File: src/rtl/llsc_reservation_unit.sv
// LR.W / SC.W reservation tracker for one core's MEM stage.
// Holds a single block-granular reservation and clears it on snoop invalidations.
// Gates the SC store request to the dcache and returns the SC result word.
// Stalls the upstream pipeline while an atomic access is in flight.
module llsc_reservation_unit #(
  parameter int ADDR_W    = 32,
  parameter int GRAN_BITS = 3
) (
  input  logic              CLK,
  input  logic              nRST,
  input  logic              mem_valid,
  input  logic              atomic,
  input  logic              mem_read,
  input  logic              mem_write,
  input  logic              halt,
  input  logic [ADDR_W-1:0] addr,
  input  logic              dhit,
  input  logic              snoop_inv,
  input  logic [ADDR_W-1:0] snoop_addr,
  output logic              dmem_ren,
  output logic              dmem_wen,
  output logic [31:0]       sc_result,
  output logic              atomic_stall,
  output logic              resv_valid,
  output logic [ADDR_W-1:0] resv_addr
);

  typedef enum logic [1:0] {
    IDLE    = 2'd0,
    LR_WAIT = 2'd1,
    SC_WAIT = 2'd2,
    SC_FAIL = 2'd3
  } state_t;

  // Clears the offset bits inside a reservation block.
  localparam logic [ADDR_W-1:0] BLK_MASK = {{(ADDR_W-GRAN_BITS){1'b1}}, {GRAN_BITS{1'b0}}};

  state_t              r_state;
  logic                r_resv_valid;
  logic [ADDR_W-1:0]   r_resv_addr;
  logic [31:0]         r_sc_result;

  logic                w_resv_valid_next;
  logic [ADDR_W-1:0]   w_resv_addr_next;

  logic w_live, w_dec, w_lr, w_sc, w_st, w_ld;
  logic w_sc_ok, w_lr_done, w_sc_done, w_snoop_hit;

  function automatic logic blk_match(input logic [ADDR_W-1:0] a, input logic [ADDR_W-1:0] b);
    return a[ADDR_W-1:GRAN_BITS] == b[ADDR_W-1:GRAN_BITS];
  endfunction

  // Request/stall outputs are qualified by nRST so they fall the instant reset asserts;
  // halt also suppresses new requests so nothing is left outstanding.
  assign w_live = nRST & ~halt;
  assign w_dec  = (r_state == IDLE) & mem_valid & w_live;
  assign w_lr   = w_dec & atomic & mem_read;
  assign w_sc   = w_dec & atomic & mem_write & ~mem_read;
  assign w_st   = w_dec & ~atomic & mem_write;
  assign w_ld   = w_dec & ~atomic & mem_read;

  // An SC succeeds only if the reservation covers its block and is not being killed this cycle.
  assign w_sc_ok = r_resv_valid & blk_match(addr, r_resv_addr) &
                   ~(snoop_inv & blk_match(snoop_addr, r_resv_addr));

  assign w_lr_done   = (r_state == LR_WAIT) & dhit & w_live;
  assign w_sc_done   = (r_state == SC_WAIT) & dhit & w_live;
  assign w_snoop_hit = snoop_inv & r_resv_valid & blk_match(snoop_addr, r_resv_addr);

  // Dcache requests, pipeline stall and SC result word.
  always_comb begin
    dmem_ren     = w_ld | w_lr | ((r_state == LR_WAIT) & w_live);
    dmem_wen     = w_st | (w_sc & w_sc_ok) | ((r_state == SC_WAIT) & w_live);
    atomic_stall = w_lr | w_sc |
                   (((r_state == LR_WAIT) | (r_state == SC_WAIT)) & w_live & ~dhit);
    if (r_state == SC_FAIL)
      sc_result = 32'd1;
    else if (w_sc_done)
      sc_result = 32'd0;
    else
      sc_result = r_sc_result;
  end

  // Next reservation; later assignments take priority (snoop and halt clear last).
  always_comb begin
    w_resv_valid_next = r_resv_valid;
    w_resv_addr_next  = r_resv_addr;
    if (w_st & dhit & blk_match(addr, r_resv_addr))
      w_resv_valid_next = 1'b0;
    if (w_sc & ~w_sc_ok)
      w_resv_valid_next = 1'b0;
    if (w_lr_done) begin
      w_resv_valid_next = ~(snoop_inv & blk_match(snoop_addr, addr));
      w_resv_addr_next  = addr & BLK_MASK;
    end
    if (w_sc_done)
      w_resv_valid_next = 1'b0;
    if (w_snoop_hit | halt)
      w_resv_valid_next = 1'b0;
  end

  // Atomic sequencing FSM with registered reservation and SC result.
  always_ff @(posedge CLK or negedge nRST) begin
    if (!nRST) begin
      r_state      <= IDLE;
      r_resv_valid <= 1'b0;
      r_resv_addr  <= '0;
      r_sc_result  <= 32'd0;
    end else begin
      r_resv_valid <= w_resv_valid_next;
      r_resv_addr  <= w_resv_addr_next;
      if (halt) begin
        r_state <= IDLE;
      end else begin
        case (r_state)
          IDLE: begin
            if (w_lr)
              r_state <= LR_WAIT;
            else if (w_sc)
              r_state <= w_sc_ok ? SC_WAIT : SC_FAIL;
          end
          LR_WAIT: begin
            if (dhit)
              r_state <= IDLE;
          end
          SC_WAIT: begin
            if (dhit) begin
              r_state     <= IDLE;
              r_sc_result <= 32'd0;
            end
          end
          SC_FAIL: begin
            r_state     <= IDLE;
            r_sc_result <= 32'd1;
          end
          default: r_state <= IDLE;
        endcase
      end
    end
  end

  assign resv_valid = r_resv_valid;
  assign resv_addr  = r_resv_addr;

endmodule

File: config.mk
export PLATFORM = sky130hd
export DESIGN_NAME = llsc_reservation_unit
export DESIGN_NICKNAME = d
export VERILOG_FILES = /design/src/rtl/llsc_reservation_unit.sv
export SDC_FILE = /design/constraint.sdc
export NUM_CORES = 1
export LEC_CHECK = 0
export ABC_AREA = 1
export CAP_MARGIN = 40
export CORE_MARGIN = 2
export CORE_UTILIZATION = 44
export DETAILED_ROUTE_END_ITERATION = 8
export PLACE_DENSITY = 0.91
export RECOVER_POWER = 100
export SYNTH_ARGS = -nofsm -noshare
export SYNTH_HDL_FRONTEND = slang
export SYNTH_SLANG_ARGS = --single-unit
File: constraint.sdc
create_clock -name CLK -period 2.2 [get_ports CLK]
set_input_delay 0.44 -clock CLK [delete_from_list [all_inputs] [get_ports CLK]]
set_output_delay 0.44 -clock CLK [all_outputs]
set_load 0.005 [all_outputs]
Yosys cells after proc, flatten, opt, wreduce, memory -nomap -nowiden
Index checks and enable logic that the tools add are counted.
Cells by class
  equality and inequality tests: 9
  shifts and indexed selects: 0
  $mul: 0
  bitwise gates (word level): 43
  reductions and logical operators: 6
  div/mod/pow operators: 0
  magnitude comparators: 0
  multiplexer cells: 15
  add/sub/neg operators: 0
Operators with widths (count)
  two-way mux 32 bit: 3
  equality test 29 bit: 3
  case mux 32 bit (2 select lines): 1
  bitwise AND 1 bit: 28
  two-way mux 2 bit: 4
  OR 1 bit: 8
  NOT 1 bit: 7
  two-way mux 1 bit: 6
  case mux 2 bit (3 select lines): 1
  nonzero test 5 bit: 1
  equality test 2 bit, second input constant: 2
  inequality test 4 bit, second input constant: 1
  inequality test 3 x 1 -> 1 bit, second input constant: 1
  AND reduction 3 bit: 1
  equality test 2 x 1 -> 1 bit, second input constant: 1
  zero test 2 bit: 1
  inequality test 2 bit, second input constant: 1
  AND reduction 2 bit: 1
  nonzero test 2 bit: 1
  OR reduction 2 bit: 1
Storage, ports and cells
  input bits: 73
  RAM bits: 0
  memories: 0
  bits in latches: 0
  logic and storage cells: 77
  ROM bits: 0
  output and inout port bits: 68
  bits in registers: 64

Logic depth before layout (Yosys ltp)
  word-level depth: 12
  mapped depth: 13
  gate-level depth less buffers: 13

Worst setup path after synthesis
Ideal clock, no wire load.
  path kind: register to output
  start point: register r_state[0]
  end point: output port dmem_wen
  stages on the path, launching flop included: 11
  required time: 1.760 ns
  path buffers: 0
  data arrival time: 1.307 ns
  setup slack: 0.453 ns
  cells stage by stage: dfrtp_1 -> inv_1 -> ha_1 -> inv_1 -> nor2_2 -> nand3_2 -> inv_2 -> nand3_1 -> nor2_2 -> nand4_1 -> nand3_1
Between the ends
  cells in the longest elaborated chain, start to end: 9
  elaborated cells between the ends (all ways): 13
  those cells by class: 1 x eq/ne; 11 x bitwise; 1 x reduce/logical
Ends and longest elaborated chain
  from (decl): line 38  | state_t r_state;
  from (signal assigned): line 120  | r_state <= w_sc_ok ? SC_WAIT : SC_FAIL;
  zero test 2 bit: line 56  | assign w_dec = (r_state == IDLE) & mem_valid & w_live;
  bitwise AND 1 bit (2 in series): line 56
  bitwise AND 1 bit (3 in series): line 58  | assign w_sc = w_dec & atomic & mem_write & ~mem_read;
  bitwise AND 1 bit: line 73  | dmem_wen = w_st | (w_sc & w_sc_ok) | ((r_state == SC_WAIT) & w_live);
  OR 1 bit: line 73
  OR 1 bit *: line 73
  to (decl): line 21  | output logic dmem_wen,
Mark *: on every way between the ends. The rest lies on a longest branch, timed or not.

Worst setup path in the final report
  start point: register r_resv_addr[23] (netlist: resv_addr[23])
  end point: output port dmem_wen
Between the ends
  cells in the longest elaborated chain, start to end: 7
  elaborated cells between the ends (all ways): 9
  those cells by class: 2 x eq/ne; 7 x bitwise
Ends and longest elaborated chain
  from (decl): line 40  | logic [ADDR_W-1:0] r_resv_addr;
  from (signal assigned): line 111  | r_resv_addr <= w_resv_addr_next;
  equality test 29 bit: line 50  | return a[ADDR_W-1:GRAN_BITS] == b[ADDR_W-1:GRAN_BITS];
  bitwise AND 1 bit: line 64  | ~(snoop_inv & blk_match(snoop_addr, r_resv_addr));
  NOT 1 bit: line 64
  bitwise AND 1 bit *: line 63  | assign w_sc_ok = r_resv_valid & blk_match(addr, r_resv_addr) &
  bitwise AND 1 bit *: line 73
  OR 1 bit * (2 in series): line 73
Marks and branches as above.

==> run_results.csv <==
group,metric,value,unit
run_status,status,"finished with violations",
run_status,violations,"negative setup slack",
clock_network,cts_buffers,5,
finish,syn2layout_area_growth,67.8,%
timing,setup_tns,-0.285,ns
floorplanning,die_w,91.6,um
floorplanning,core-area,7330,um2
grt,grt.total_usage,30.0,%
worst_setup_path,worstSetupEndpointType,"primary output",
logic_synthesis,yosys_warnings,0,
finish,n_fill_cell,525,
placement,gp_congestion,0.924,
power_and_ir_drop,peakVddDrop,336,uV
timing,clock_skew,0.00689,ns
run,maxCapViolCount,0,
finish,finalInstanceArea,5660,um2
clock_network,holdBufCountCts,0,
worst_setup_path,path_max_fanout,4,
worst_setup_path,cp.arrival,1.92,ns
placement,dp_hpwl,9870,um
power_and_ir_drop,leakagePower,3.22,nW
floorplanning,io_pins,141,
timing,fin_crit_sh,107,%
detailed_routing,vias,4559,
logic_synthesis,ys_ff_latch,33,
timing,rsz0062_at_grt,"true",
finish,final_cell_mix,"nand2_1, buf_4, inv_1",
timing,holdWs,0.484,ns
detailed_routing,wl,13700,um
timing,finalSetupViolCount,5,
logic_synthesis,synth_ff_type,"dfrtp_1",
timing,worstMarginPinSlew,0.728,ns
detailed_routing,drt-initial-drc-count,389,
floorplanning,rows,31,
power_and_ir_drop,powerDensity,588,nW/um2
clock_network,worstSkewPairLatency,0.30,ns
finish,n_antenna_cell,0,
finish,final_common_cell,"nand2_1",
logic_synthesis,ys_seq_area_share,24.5,%
grt,grt_start_max_net_pins,32,
worst_setup_path,crit_required,1.76,ns
floorplanning,initial_core_util,46.0,%
detailed_routing,avgRoutedWirePerCell,15.0,um
detailed_routing,drtAntennaViolNets,0,
clock_network,h-tree-depth,2,
logic_synthesis,syn-instance-count,580,
floorplanning,die_y,91.6,um
finish,drive_gt1_share,26.4,%
grt,overflow,0,
timing,final_max_slew_viol_count,0,
grt,antenna_found_initial,0,
placement,pre_cts_ws,-0.600,ns
detailed_routing,drc,0,
clock_network,root_buffer,"clkbuf_8",
placement,place_area,5070,um2
floorplanning,dieArea,8390,um2
worst_setup_path,startpoint_type,"flop",
clock_network,clkSinkCount,33,
timing,fin_crit,2.36,ns
finish,final_util,77.2,%
timing,relSlewSlack,51.4,%
logic_synthesis,synth_edf_count,0,
clock_network,cts_tree,"yes",
grt,grt_pass1_vias,4442,
clock_network,clk_pin_slew,0.08,ns
worst_setup_path,reg2reg_setup_slack,-0.12,ns
logic_synthesis,synthArstFlopShare,100,%
timing,hold_violations,0,
hold_path,hold_path_class,"input pin to async pin",
worst_setup_path,worstSetupPathType,"flop to primary output",
placement,portBuffers,100,
finish,final_nets,888,
timing,fin_ws,-0.157,ns
detailed_routing,via_per_inst,5.00,
clock_network,cts.path.max_buffers,2,
grt,grt_first_pass_wirelength,19900,um
logic_synthesis,syn_avg_cell_area,5.82,um2
logic_synthesis,synth_cell_type_count,28,
detailed_routing,first_pass_iters,6,
logic_synthesis,syn_area,3370,um2
timing,max_freq,424,MHz
-- worst max-delay path, cell delays in order, from the launching register on --
cell and delay (ns):
dfrtp_1 0.41, buf_4 0.15, nand2_1 0.08, nand4_1 0.14
nor2_1 0.17, nand2_1 0.10, nor2_2 0.14, nand2_2 0.10
nand4_1 0.12, nand3_1 0.08, buf_2 0.13
-- power breakdown --
group / switching, mW / leakage [nW] / internal (mW)
Combinational: 0.868 / 2.83 / 0.937
Clock: 0.257 / 0.0585 / 0.370
Sequential: 0.161 / 0.331 / 0.737
Total: 1.29 / 3.22 / 2.04
-- stage by stage --
step	cells	power, mW
2_1_floorplan	613	1.56
3_3_place_gp	868	2.36
3_5_place_dp	868	2.42
4_1_cts	890	3.06
5_1_grt	911	3.53
6_report	911	3.33
-- repair_timing --
item                       4_1_cts  5_1_grt
buffers inserted                14       21
gates cloned                     0        0
hold endpoints to repair         0        0
setup endpoints to repair        4        5
pin swaps                       12       36
resized for setup               51      100
-- flip-flops by register name, indices dropped and copies added (netlist names) --
register and flops:
resv_addr 29, r_state 2, r_sc_result 1, resv_valid 1
-- path summary, 6_finish.rpt --
path | start | to | cells after the start
max in group asynchronous | nRST | resv_addr[23]$_DFFE_PN0P_ | 2
min in group CLK | addr[9] | resv_addr[9]$_DFFE_PN0P_ | 3
worst min-delay path | nRST | resv_valid$_DFFE_PN0P_ | 3
worst max-delay path | resv_addr[23]$_DFFE_PN0P_ | dmem_wen | 10
worst max register to register | resv_addr[21]$_DFFE_PN0P_ | r_state[0]$_DFFE_PN0P_ | 19
worst min register to register | r_sc_result[0]$_DFFE_PN0P_ | r_sc_result[0]$_DFFE_PN0P_ | 1
-- layout make-up --
class / count / area (um2) / area share (%)
timing repair buffer: 230 / 2020 / 35.7
multi-input combinational: 445 / 2200 / 38.9
inverter: 96 / 363 / 6.41
sequential: 33 / 831 / 14.7
clock inverter: 1 / 30.0 / 0.530
clock buffer: 7 / 86.3 / 1.52
tap: 99 / 124 / 2.19
-- cell families (layout without fill, tap and decap cells) --
family                   after synthesis  after routing  synth area share [%]
buffers and inverters                135            334                  18.9
XOR/XNOR                              31             31                  8.05
AO/OA/AOI/OAI                         60             60                  9.20
AND/OR/NAND/NOR                      316            316                  37.8
adder cells (fa/ha/maj)                4              4                  1.48
other                                  1             34                 0.111
flip-flops                            33             33                  24.5
-- routing by layer --
metal / wire length [um] / global-route usage [%] / part of all wire, %
met5: 0 / 0 / 0
met4: 672 / 14.0 / 4.9
met3: 1230 / 6.06 / 9.0
met2: 6610 / 51.7 / 48
met1: 5160 / 35.6 / 38
-- cell usage after synthesis, types with 2 or more instances --
| master | number | area share (%) |
|---|---|---|
| o21ai_1 | 2 | 0.30 |
| xnor2_1 | 18 | 4.7 |
| inv_2 | 7 | 0.78 |
| clkbuf_1 | 3 | 0.33 |
| nand3_1 | 16 | 2.4 |
| nor2_2 | 5 | 0.93 |
| buf_2 | 2 | 0.30 |
| xor2_1 | 13 | 3.4 |
| nand4_1 | 12 | 2.2 |
| dfrtp_1 | 33 | 24 |
| inv_1 | 88 | 9.8 |
| ha_1 | 4 | 1.5 |
| nand2_1 | 219 | 24 |
| buf_4 | 34 | 7.6 |
| nor2_1 | 57 | 6.3 |
| a21oi_1 | 3 | 0.44 |
| o21ai_0 | 51 | 7.6 |
| or2_2 | 3 | 0.56 |
(Power assumes the default switching activity.)
